--- config.mk ---
export PLATFORM = sky130hd
export DESIGN_NAME = imem_loader_flat
export DESIGN_NICKNAME = d
export VERILOG_FILES = /design/src/rtl/imem_loader_if.sv /design/src/rtl/imem_loader.sv /design/src/flat_wrapper.sv
export SDC_FILE = /design/constraint.sdc
export NUM_CORES = 1
export LEC_CHECK = 0
export BUFFER_PORTS_ARGS = -buffer_cell sky130_fd_sc_hd__buf_2
export CORE_AREA = 10 10 126 128
export DETAILED_ROUTE_END_ITERATION = 8
export DIE_AREA = 0 0 136 138
export SLEW_MARGIN = 20
export SYNTH_ARGS = -nofsm -noshare
export SYNTH_HDL_FRONTEND = slang
export SYNTH_SLANG_ARGS = --single-unit
--- constraint.sdc ---
create_clock -name clock -period 2.5 [get_ports clock]
set_input_delay 0.625 -clock clock [delete_from_list [all_inputs] [get_ports clock]]
set_output_delay 0.625 -clock clock [all_outputs]
set_load 0.02 [all_outputs]
--- src/rtl/imem_loader_if.sv ---
//------------------------------------------------------------------------------
// imem_loader_if : byte-stream input and instruction-memory write bus of the
//                  program loader.
// Revision       : 1.0
//------------------------------------------------------------------------------
`default_nettype none

interface imem_loader_if #(
    parameter int ADDR_W = 30
);
    logic              in_valid;
    logic [7:0]        in_data;
    logic              in_ready;
    logic              restart;
    logic              wr_en;
    logic [ADDR_W-1:0] wr_addr;
    logic [31:0]       wr_data;
    logic              cpu_reset;
    logic              load_done;
    logic              load_error;
    logic [15:0]       words_loaded;

    // Host side: supplies the stream and observes the memory write port.
    modport master (
        output in_valid, in_data, restart,
        input  in_ready, wr_en, wr_addr, wr_data,
        input  cpu_reset, load_done, load_error, words_loaded
    );

    // Loader side.
    modport slave (
        input  in_valid, in_data, restart,
        output in_ready, wr_en, wr_addr, wr_data,
        output cpu_reset, load_done, load_error, words_loaded
    );
endinterface

`default_nettype wire

--- src/rtl/imem_loader.sv ---
//------------------------------------------------------------------------------
// imem_loader : framed byte-stream loader writing big-endian words to the
//               instruction memory; holds the CPU in reset until verified.
// Revision    : 1.0
//------------------------------------------------------------------------------
`default_nettype none

module imem_loader #(
    parameter int                ADDR_W    = 30,
    parameter logic [ADDR_W-1:0] BASE_ADDR = '0,
    parameter int                MAX_WORDS = 1024
) (
    input  wire logic       clock,
    input  wire logic       reset,
    imem_loader_if.slave    bus
);

    typedef enum logic [2:0] {
        ST_HDR_HI = 3'd0,
        ST_HDR_LO = 3'd1,
        ST_DATA   = 3'd2,
        ST_CSUM   = 3'd3,
        ST_DONE   = 3'd4,
        ST_ERR    = 3'd5
    } state_t;

    localparam logic [16:0] MAX_WORDS_W = 17'(MAX_WORDS);

    state_t            state_q,     state_d;
    logic [15:0]       count_q,     count_d;
    logic [1:0]        byte_idx_q,  byte_idx_d;
    logic [7:0]        acc_q,       acc_d;
    logic [23:0]       asm_q,       asm_d;
    logic              wr_en_q,     wr_en_d;
    logic [ADDR_W-1:0] wr_addr_q,   wr_addr_d;
    logic [31:0]       wr_data_q,   wr_data_d;
    logic [15:0]       words_q,     words_d;
    logic              done_q,      done_d;
    logic              err_q,       err_d;
    logic              cpu_rst_q,   cpu_rst_d;

    logic              in_ready_w;
    logic              accept_w;
    logic [15:0]       hdr_count_w;
    logic [15:0]       words_inc_w;

    // in_ready is gated by the reset pin so it drops the instant reset asserts.
    assign in_ready_w  = reset && ((state_q == ST_HDR_HI) || (state_q == ST_HDR_LO) ||
                                   (state_q == ST_DATA)   || (state_q == ST_CSUM));
    assign accept_w    = bus.in_valid && in_ready_w;
    assign hdr_count_w = {count_q[15:8], bus.in_data};
    assign words_inc_w = words_q + 16'd1;

    always_ff @(posedge clock or negedge reset) begin
        if (!reset) begin
            state_q    <= ST_HDR_HI;
            count_q    <= '0;
            byte_idx_q <= '0;
            acc_q      <= '0;
            asm_q      <= '0;
            wr_en_q    <= 1'b0;
            wr_addr_q  <= '0;
            wr_data_q  <= '0;
            words_q    <= '0;
            done_q     <= 1'b0;
            err_q      <= 1'b0;
            cpu_rst_q  <= 1'b1;
        end else begin
            state_q    <= state_d;
            count_q    <= count_d;
            byte_idx_q <= byte_idx_d;
            acc_q      <= acc_d;
            asm_q      <= asm_d;
            wr_en_q    <= wr_en_d;
            wr_addr_q  <= wr_addr_d;
            wr_data_q  <= wr_data_d;
            words_q    <= words_d;
            done_q     <= done_d;
            err_q      <= err_d;
            cpu_rst_q  <= cpu_rst_d;
        end
    end

    always_comb begin
        state_d    = state_q;
        count_d    = count_q;
        byte_idx_d = byte_idx_q;
        acc_d      = acc_q;
        asm_d      = asm_q;
        wr_en_d    = 1'b0;
        wr_addr_d  = wr_addr_q;
        wr_data_d  = wr_data_q;
        words_d    = words_q;
        done_d     = done_q;
        err_d      = err_q;
        cpu_rst_d  = cpu_rst_q;

        case (state_q)
            ST_HDR_HI: begin
                if (accept_w) begin
                    count_d[15:8] = bus.in_data;
                    acc_d         = acc_q ^ bus.in_data;
                    state_d       = ST_HDR_LO;
                end
            end

            ST_HDR_LO: begin
                if (accept_w) begin
                    count_d[7:0] = bus.in_data;
                    acc_d        = acc_q ^ bus.in_data;
                    if ({1'b0, hdr_count_w} > MAX_WORDS_W) begin
                        state_d = ST_ERR;
                        err_d   = 1'b1;
                    end else if (hdr_count_w == 16'd0) begin
                        state_d = ST_CSUM;
                    end else begin
                        state_d = ST_DATA;
                    end
                end
            end

            ST_DATA: begin
                if (accept_w) begin
                    asm_d      = {asm_q[15:0], bus.in_data};
                    acc_d      = acc_q ^ bus.in_data;
                    byte_idx_d = byte_idx_q + 2'd1;
                    // Fourth byte completes the word: write it out next cycle.
                    if (byte_idx_q == 2'd3) begin
                        wr_en_d   = 1'b1;
                        wr_data_d = {asm_q, bus.in_data};
                        wr_addr_d = BASE_ADDR + ADDR_W'(words_q);
                        words_d   = words_inc_w;
                        if (words_inc_w == count_q) begin
                            state_d = ST_CSUM;
                        end
                    end
                end
            end

            ST_CSUM: begin
                if (accept_w) begin
                    if (bus.in_data == acc_q) begin
                        state_d   = ST_DONE;
                        done_d    = 1'b1;
                        cpu_rst_d = 1'b0;
                    end else begin
                        state_d   = ST_ERR;
                        err_d     = 1'b1;
                    end
                end
            end

            ST_DONE, ST_ERR: begin
                if (bus.restart) begin
                    state_d    = ST_HDR_HI;
                    count_d    = '0;
                    byte_idx_d = '0;
                    acc_d      = '0;
                    words_d    = '0;
                    done_d     = 1'b0;
                    err_d      = 1'b0;
                    cpu_rst_d  = 1'b1;
                end
            end

            default: begin
                state_d = ST_HDR_HI;
            end
        endcase
    end

    assign bus.in_ready     = in_ready_w;
    assign bus.wr_en        = wr_en_q;
    assign bus.wr_addr      = wr_addr_q;
    assign bus.wr_data      = wr_data_q;
    assign bus.cpu_reset    = cpu_rst_q;
    assign bus.load_done    = done_q;
    assign bus.load_error   = err_q;
    assign bus.words_loaded = words_q;

endmodule

`default_nettype wire

--- src/flat_wrapper.sv ---
// flat-port wrapper written by rule: the top's interface ports become plain ports
module imem_loader_flat 
#(
    parameter int                ADDR_W    = 30,
    parameter logic [ADDR_W-1:0] BASE_ADDR = '0,
    parameter int                MAX_WORDS = 1024
)
  (clock, reset, bus_in_valid, bus_in_data, bus_restart, bus_in_ready, bus_wr_en, bus_wr_addr, bus_wr_data, bus_cpu_reset, bus_load_done, bus_load_error, bus_words_loaded);
  imem_loader_if #(.ADDR_W(ADDR_W)) bus_i ();
  input  wire logic clock;
  input  wire logic reset;
  input wire logic [$bits(bus_i.in_valid)-1:0] bus_in_valid;
  input wire logic [$bits(bus_i.in_data)-1:0] bus_in_data;
  input wire logic [$bits(bus_i.restart)-1:0] bus_restart;
  output wire logic [$bits(bus_i.in_ready)-1:0] bus_in_ready;
  output wire logic [$bits(bus_i.wr_en)-1:0] bus_wr_en;
  output wire logic [$bits(bus_i.wr_addr)-1:0] bus_wr_addr;
  output wire logic [$bits(bus_i.wr_data)-1:0] bus_wr_data;
  output wire logic [$bits(bus_i.cpu_reset)-1:0] bus_cpu_reset;
  output wire logic [$bits(bus_i.load_done)-1:0] bus_load_done;
  output wire logic [$bits(bus_i.load_error)-1:0] bus_load_error;
  output wire logic [$bits(bus_i.words_loaded)-1:0] bus_words_loaded;
  assign bus_i.in_valid = bus_in_valid;
  assign bus_i.in_data = bus_in_data;
  assign bus_i.restart = bus_restart;
  assign bus_in_ready = bus_i.in_ready;
  assign bus_wr_en = bus_i.wr_en;
  assign bus_wr_addr = bus_i.wr_addr;
  assign bus_wr_data = bus_i.wr_data;
  assign bus_cpu_reset = bus_i.cpu_reset;
  assign bus_load_done = bus_i.load_done;
  assign bus_load_error = bus_i.load_error;
  assign bus_words_loaded = bus_i.words_loaded;
  imem_loader #(.ADDR_W(ADDR_W), .BASE_ADDR(BASE_ADDR), .MAX_WORDS(MAX_WORDS)) u_core (.clock(clock), .reset(reset), .bus(bus_i));
endmodule
==> reports/metrics.csv, run 1 <==
metric;value;unit
holdCritPathClass;reg2reg;
drt-initial-drc-count;381;
drive_gt1_share;23.8;%
grt-ovfl-total;0;
min_from;u_core.bus.wr_data[9]$_DFFE_PN0P_;
seqPwrFrac;43.2;%
drtPass1Iterations;8;
switchingPower;1.81;mW
p_int;4.07;mW
core;0.0135;mm2
setup_viol;0;
fin_tns_setup;0;ps
grt_pass1_wl;24600;um
syn_area;0.00590;mm2
num_vias;4753;
port_buffers;80;
cp.required;1880;ps
grt_use_met2;25.8;%
rows;43;
tritoncts;done;
viasPerCell;5.19;
worst_slew_pin_slew;823;ps
nNetsFinal;736;
wl;14800;um
clk_path_buf_depth;2;
synth_top_area_share;50.9;%
die_area;0.0188;mm2
finalHoldViolCount;0;
p_leak;3.64;nW
power_density;836;mW/mm2
cts_max_level;4;
remaining_drc_errors;0;
fp.dieH;138;um
die_w;136;um
power_frac_clock;38.9;%
ir_worst_vdd;0.504;mV
slew_viol_final;0;
path_cells;dlygate4sd3_1, buf_4, nor2b_1, buf_2;
routed_wire_length_per_instance;16.2;um
swShare;30.8;%
yosysWarningCount;0;
antenna_found_initial;1;
layout_commonest_cell;nand2_1;
clk_pin_slew;50;ps
post_cts_buffers;0;
stdcell_count;915;
status;finished, final reports clean;
grt_pass1_vias;4775;
pin_count;95;
synth_edf_count;0;
cts.sinks;121;
skew;12.6;ps
crit_fanout;6;
synthFlopType;dfrtp_1;
p_comb_share;17.8;%
ys_seq_area_share;51.4;%
startpoint_type;input port;
synthArstFlopShare;100;%
grt_max_degree;67;
area_delta_synth_final;19.3;%
initial_core_util;43.7;%
period_share;97.1;%
end_kind;output port;
clock.fmax;0.412;GHz
cts-root-buf;clkbuf_16;
layout_common_cells;nand2_1 (189), dfrtp_1 (120), buf_2 (79), o21ai_0 (61), nor2_1 (28);
rsz0062_at_grt;false;
num_antenna_cells;0;
top_usage_layer;met2;
synthDistinctLibCells;62;
timing.rr.start;u_core.bus.words_loaded[0]$_DFFE_PN0P_;
use_met1;20.2;%
numCtsBuffers;17;
path_class;in2out;
grt_usage;16.2;%
slowest_stage;dlygate4sd3_1;
cts_resized;0;
syn_inst;641;
cap_violations;0;
critical_path_arrival;1800;ps
use_met3;4.13;%
synth-seq-cells;121;
max_stage_delay;580;ps
relSlewSlack;45.1;%
critPathLaunch;reset;
drtAntennaViolNets;0;
dp.cells;882;
hpwlAfterDp;10600;um
min_period;2430;ps
syn-mean-instance-area;9.20;um2
yosys.area.top_type;dfrtp_1;
clk_latency;420;ps
synthTopCellsByArea;dfrtp_1 (51%), nand2_1 (12%), o21ai_0 (5.2%), mux2_2 (4.8%), buf_4 (2.3%);
gp_congestion;0.915;
[power groups by stage]
stage	Clock, mW	Combinational [mW]	Sequential (mW)
after floorplan	0	0.867	2.45
after global placement	0	1.03	2.56
after detailed placement	0	1.04	2.57
after CTS	2.35	1.05	2.53
after global routing	2.44	1.20	2.59
final	2.29	1.05	2.54
[flip-flops by register name (all words and copies together), names as in the netlist]
signal and flops:
u_core.state_q 3, u_core.acc_q 8, u_core.bus.wr_addr 16, u_core.bus.words_loaded 16, u_core.bus.wr_data 32, u_core.bus.load_done 1, u_core.asm_q 24, u_core.bus.cpu_reset 1
u_core.byte_idx_q 2, u_core.bus.load_error 1, u_core.count_q 16, u_core.bus.wr_en 1
[logic make-up after synthesis]
kind of cell	Yosys count	share of synthesized area, %
compound gates	100	10.5
xor+xnor	16	2.38
fa+ha+maj	2	0.424
buf+inv	70	6.15
flops	121	51.4
mux	28	5.28
other cells	1	0.0636
simple gates	303	23.9
[critical path, delay by kind of cell]
kind          cells  cell delay [ps]
simple gates      1              210
buf+inv           3              950
[worst paths after layout]
kind | to | cells past startpoint | slack, ps
setup / recovery | bus_in_ready | 4 | 70
hold / removal | u_core.bus.wr_data[9]$_DFFE_PN0P_ | 2 | 470
setup reg to reg | u_core.state_q[0]$_DFFE_PN0P_ | 7 | 220
hold reg to reg | u_core.bus.wr_data[9]$_DFFE_PN0P_ | 2 | 470
max in group asynchronous | u_core.bus.wr_addr[14]$_DFFE_PN0P_ | 4 | 400
min in group asynchronous | u_core.bus.load_error$_DFFE_PN0P_ | 2 | 630
[stage by stage]
stage | setup WS, ps | power, mW | utilization (%) | hold WS, ps | area (um2)
after floorplan | 382 | 3.31 | - | 329 | 5950
after global placement | 333 | 3.58 | 47.8 | 432 | 6460
after detailed placement | 229 | 3.61 | 47.8 | 437 | 6460
after CTS | 100 | 5.93 | 52.1 | 464 | 7030
after global routing | 13.0 | 6.23 | 52.1 | 486 | 7030
final | 73.0 | 5.88 | 52.1 | 468 | 7030
[synth_stat cells, types with 2 or more instances]
| cell type | count |
|---|---|
| nand2_1 | 189 |
| dfrtp_1 | 120 |
| o21ai_0 | 61 |
| nor2_1 | 28 |
| mux2_2 | 25 |
| nand3_1 | 25 |
| clkbuf_1 | 21 |
| buf_4 | 18 |
| inv_1 | 18 |
| nand2b_1 | 15 |
| xnor2_1 | 12 |
| a21oi_1 | 8 |
| buf_2 | 8 |
| nand4_1 | 7 |
| nor3_1 | 6 |
| and2_1 | 5 |
| o2111ai_1 | 5 |
| nand3b_1 | 4 |
| o31ai_1 | 4 |
| xor2_1 | 4 |
| buf_6 | 3 |
| mux2i_1 | 3 |
| nor4_1 | 3 |
| a211oi_1 | 2 |
| a21boi_0 | 2 |
| a31oi_1 | 2 |
| and3_1 | 2 |
| buf_1 | 2 |
| ha_1 | 2 |
| nor2b_1 | 2 |
| nor4_2 | 2 |
| nor4_4 | 2 |
| o21bai_1 | 2 |
[per-layer routing]
layer / vias to the layer above / wire, um
met3: 23 / 837
met1: 2303 / 6520
met4: 0 / 303
met5: - / 0
met2: 137 / 7170
li1: 2290 / -
[area by class of cell]
cell class | instances | area [um2]
clock buffers | 18 | 439
well taps | 180 | 225
clock inverters | 14 | 125
fillers | 1296 | 6470
repair buffers | 101 | 588
flip-flops and latches | 121 | 3030
multi-input cells | 463 | 2560
inverters | 18 | 67.6
[timing repair]
item                                    4_1_cts  5_1_grt
endpoints found under the hold margin         1        0
hold buffers                                  1        0
endpoints found under the setup margin        0        0
Note: power is estimated with default switching activity, not from simulation.
==> run 2: changes to the inputs <==
--- a/config.mk
+++ b/config.mk
@@ -5,10 +5,10 @@
 export SDC_FILE = /design/constraint.sdc
 export NUM_CORES = 1
 export LEC_CHECK = 0
-export BUFFER_PORTS_ARGS = -buffer_cell sky130_fd_sc_hd__buf_2
 export CORE_AREA = 10 10 126 128
 export DETAILED_ROUTE_END_ITERATION = 8
 export DIE_AREA = 0 0 136 138
+export DONT_BUFFER_PORTS = 1
 export SLEW_MARGIN = 20
 export SYNTH_ARGS = -nofsm -noshare
 export SYNTH_HDL_FRONTEND = slang
==> reports/metrics.csv, run 2 (same netlist as run 1, synthesis figures left out) <==
metric;value;unit
remaining_drc_errors;0;
initial_core_util;43.7;%
area_delta_synth_final;12.2;%
drtPass1Iterations;8;
critical_path_arrival;2570;ps
cts-root-buf;clkbuf_16;
antenna_found_initial;0;
violations;hold timing;
p_leak;3.22;nW
status;finished, violations left;
dp.cells;803;
period_share;89.7;%
grt_pass1_wl;23500;um
clk_pin_slew;60;ps
swShare;30.6;%
drtAntennaViolNets;0;
clk_latency;410;ps
port_buffers;0;
finalHoldViolCount;120;
skew;7.86;ps
startpoint_type;flip-flop;
layout_commonest_cell;nand2_1;
clk_path_buf_depth;2;
core;0.0135;mm2
min_period;2240;ps
p_comb_share;16.1;%
relSlewSlack;56.7;%
seqPwrFrac;43.5;%
grt_usage;15.3;%
wl;14300;um
die_area;0.0188;mm2
end_kind;flip-flop;
setup_viol;0;
num_antenna_cells;0;
stdcell_count;835;
pre_cts_ws;271;ps
routed_wire_length_per_instance;17.1;um
slowest_stage;dfrtp_1;
nNetsFinal;656;
drive_gt1_share;14.7;%
die_w;136;um
fp.dieH;138;um
power_density;885;mW/mm2
max_stage_delay;560;ps
rsz0062_at_grt;false;
pin_count;95;
slew_viol_final;0;
rows;43;
tritoncts;done;
cts_max_level;4;
ir_worst_vdd;0.567;mV
layout_common_cells;nand2_1 (189), dfrtp_1 (120), o21ai_0 (61), nor2_1 (28), mux2_2 (25);
drt-initial-drc-count;353;
grt-ovfl-total;0;
fin_ws;257;ps
crit_fanout;10;
path_cells;nand4_4, nor4_4, mux2_2, a211oi_2, nand4_1, a22oi_1;
fin_tns_setup;0;ps
clock.fmax;0.446;GHz
num_vias;4415;
cts.sinks;121;
numCtsBuffers;17;
grt_pass1_vias;4336;
holdCritPathClass;in2async;
post_cts_buffers;0;
worst_slew_pin_slew;643;ps
cp.required;2830;ps
hpwlAfterDp;9860;um
power_frac_clock;40.4;%
path_class;reg2reg;
cts_resized;0;
grt_max_degree;127;
gp_congestion;0.939;
r2r_setup_slack;260;ps
switchingPower;1.79;mW
cap_violations;0;
largest_reg_flops;32;
viasPerCell;5.29;
p_int;4.07;mW
whs;-87.7;ps
==> run 2: changes by cell type in the layout (fill, tap and decap cells not counted), sizes merged <==
cell / delta
buf: -79
clkinv: -5
dlygate4sd3: -1
inv: +5
==> run 2: cell type report <==
cell class	count	area [um2]
sequential	121	3030
clock inverter	14	139
timing repair buffer	21	158
inverter	18	67.6
tap	180	225
multi-input combinational	463	2560
clock buffer	18	439
fill	1266	6890
==> run 2: power by group through the flow <==
stage	combinational (mW)	clock (mW)	sequential, mW
floorplan	0.867	0	2.45
global placement	0.912	0	2.56
detailed placement	0.935	0	2.57
CTS	0.943	2.41	2.54
global route	1.09	2.51	2.59
finish	0.944	2.37	2.55
==> run 2: path summary, 6_finish.rpt <==
check | start | end | cells past startpoint
setup reg to reg | u_core.bus.words_loaded[6]$_DFFE_PN0P_ | u_core.state_q[0]$_DFFE_PN0P_ | 6
hold / removal | reset | u_core.bus.wr_addr[4]$_DFFE_PN0P_ | 0
min in group clock | bus_in_data[5] | u_core.bus.wr_data[5]$_DFFE_PN0P_ | 2
setup / recovery | u_core.bus.words_loaded[6]$_DFFE_PN0P_ | u_core.state_q[0]$_DFFE_PN0P_ | 6
max in group asynchronous | reset | u_core.bus.cpu_reset$_DFFE_PN1P_ | 0
hold reg to reg | u_core.asm_q[16]$_DFFE_PN0P_ | u_core.bus.wr_data[24]$_DFFE_PN0P_ | 2
==> run 2: per-stage QoR <==
stage	hold slack, ps	utilization (%)	instance area [um2]	power [mW]
floorplan	329	-	5950	3.31
global placement	335	44.7	6040	3.47
detailed placement	335	44.7	6040	3.51
CTS	-99.6	49.0	6620	5.90
global route	-102	49.0	6620	6.19
finish	-87.7	49.0	6620	5.86
==> run 2: per-layer routing <==
metal	global-route usage, %	wire length, um	vias to the layer above
met5	0	0	-
met3	5.36	1100	16
met2	24.7	7000	121
met4	4.82	179	0
met1	18.7	5990	2155
li1	-	-	2123
==> run 2: worst max-delay path, delay by kind of cell, from the launching register on <==
family | cells | cell delay, ps
multiplexers | 1 | 390
AO/OA/AOI/OAI | 2 | 410
flip-flops | 1 | 560
AND/OR/NAND/NOR | 3 | 810
==> run 3: changes to the inputs <==
--- a/config.mk
+++ b/config.mk
@@ -5,9 +5,10 @@
 export SDC_FILE = /design/constraint.sdc
 export NUM_CORES = 1
 export LEC_CHECK = 0
-export CORE_AREA = 10 10 126 128
+export ABC_AREA = 1
+export CORE_AREA = 10 10 124 126
 export DETAILED_ROUTE_END_ITERATION = 8
-export DIE_AREA = 0 0 136 138
+export DIE_AREA = 0 0 134 136
 export DONT_BUFFER_PORTS = 1
 export SLEW_MARGIN = 20
 export SYNTH_ARGS = -nofsm -noshare
==> reports/metrics.csv, run 3 <==
metric;value;unit
status;finished, violations left;
violations;hold timing;
startpoint_type;flip-flop;
p_leak;3.11;nW
syn-mean-instance-area;8.26;um2
numCtsBuffers;17;
grt-ovfl-total;0;
max_stage_delay;580;ps
die_area;0.0182;mm2
cp.required;2840;ps
power_density;1040;mW/mm2
syn_inst;685;
port_buffers;0;
antenna_found_initial;0;
synthTopCellsByArea;dfrtp_1 (53%), nand2_1 (13%), o21ai_0 (8.3%), inv_1 (5.7%), nor2_1 (3.3%);
yosysMostFrequentCell;nand2_1;
path_class;reg2reg;
grt_pass1_vias;4236;
rsz0062_at_grt;false;
grt_max_degree;123;
path_cells;nand2_2, nor2_4, nand2_4, o21ai_1, nand3_1, nand2_1, nand2_1, nor2_1, nand3_2, nand2_2, nand2_1, nand2_1;
holdCritPathClass;in2async;
clk_pin_slew;60;ps
syn_area;0.00566;mm2
num_vias;4373;
die_w;134;um
synthArstFlopShare;100;%
fin_tns_setup;0;ps
fillers;1278;
synthFlopType;dfrtp_1;
cap_violations;0;
drtAntennaViolNets;0;
end_kind;flip-flop;
num_antenna_cells;0;
area_delta_synth_final;13.4;%
drtPass1Iterations;6;
drive_gt1_share;10.1;%
reg2regPathDepth;12;
drt-initial-drc-count;360;
remaining_drc_errors;0;
stdcell_count;880;
clk_latency;410;ps
seqCellArea;0.00303;mm2
cts_max_level;4;
clk_path_buf_depth;2;
nNetsFinal;705;
initial_core_util;43.6;%
viasPerCell;4.97;
critical_path_arrival;2380;ps
synthDistinctLibCells;34;
yosysWarningCount;0;
synth_edf_count;0;
post_cts_buffers;0;
slowest_stage;dfrtp_1;
cp_common_cell;nand2_1;
crit_fanout;6;
slew_viol_final;0;
wl;13900;um
ys_seq_area_share;53.5;%
hpwlAfterDp;10100;um
ir_worst_vdd;0.556;mV
core;0.0130;mm2
layout_commonest_cell;nand2_1;
gp_congestion;0.839;
largest_reg_flops;32;
skew;7.36;ps
postLayoutCoreUtil;49.4;%
finalHoldViolCount;120;
period_share;81.5;%
cts-root-buf;clkbuf_16;
rows;42;
cts.sinks;121;
grt_usage;15.5;%
tritoncts;done;
dp.cells;848;
setup_viol;0;
clock.fmax;0.491;GHz
fp.dieH;136;um
min_period;2040;ps
pin_count;95;
synth-seq-cells;121;
routed_wire_length_per_instance;15.8;um
cts_resized;0;
grt_pass1_wl;22800;um
whs;-84.4;ps
multiInputGateArea;0.00216;mm2
synth_top_area_share;53.1;%
yosys.area.top_type;dfrtp_1;
layout_common_cells;nand2_1 (188), dfrtp_1 (120), o21ai_0 (94), inv_1 (86), nor2_1 (50);
synthTopCellsByCount;nand2_1 (189), dfrtp_1 (120), o21ai_0 (94);
## run 3: cell types whose count changed in the layout (fill, tap and decap cells not counted), sizes merged, moves of 7 or more
cell / delta
buf: -10
inv: +65
mux2: -17
nand2: +8
nand2b: -15
nand3: +7
nor2: +28
nor4: -7
o21ai: +35
o22ai: +13
## run 3: logic make-up (layout without fill, tap and decap cells)
kind of cell,after synthesis,after routing,share of synthesized area [%]
mux,8,8,1.59
buf+inv,125,131,9.35
flops,121,121,53.5
other cells,1,14,0.0663
compound gates,118,118,11.1
xor+xnor,9,9,1.39
fa+ha+maj,2,2,0.442
simple gates,301,301,22.5
## run 3: final cells by class
class | count | share of cell area [%]
inverter | 88 | 5.15
clock buffer | 19 | 6.75
timing repair buffer | 11 | 1.48
tap | 176 | 3.43
sequential | 121 | 47.2
multi-input combinational | 452 | 33.7
clock inverter | 13 | 2.28
## run 3: worst max-delay path: cells and delay by family, from the launching register on
kind            cells  cell delay, ps
simple gates       11            1170
flops               1             580
compound gates      1             210
## run 3: final timing paths
path / start / to / slack (ps)
worst min register to register: u_core.asm_q[14]$_DFFE_PN0P_ / u_core.asm_q[22]$_DFFE_PN0P_ / 480
worst min-delay path: reset / u_core.bus.wr_addr[12]$_DFFE_PN0P_ / -80
max in group asynchronous: reset / u_core.bus.cpu_reset$_DFFE_PN1P_ / 2350
worst max-delay path: u_core.bus.words_loaded[3]$_DFFE_PN0P_ / u_core.state_q[1]$_DFFE_PN0P_ / 460
worst max register to register: u_core.bus.words_loaded[3]$_DFFE_PN0P_ / u_core.state_q[1]$_DFFE_PN0P_ / 460
min in group clock: bus_in_data[3] / u_core.asm_q[3]$_DFFE_PN0P_ / 340
## run 3: power by group
part	leakage [nW]	internal, mW	switching (mW)
sequential	1.56	2.42	0.319
combinational	1.27	0.597	0.995
clock	0.278	1.47	0.892
## run 3: through the flow
step	area (um2)	setup slack, ps	power, mW
after global placement	5840	377	4.29
after floorplan	5710	428	3.98
final	6410	462	6.69
after CTS	6410	491	6.76
after detailed placement	5840	302	4.36
after global routing	6410	243	7.15
## run 3: routing by layer
layer	vias up	wire (um)	global-route usage [%]
li1	2174	-	-
met3	11	1230	6.42
met1	2050	6330	20.3
met2	138	6170	23.3
met4	0	127	3.99
met5	-	0	0
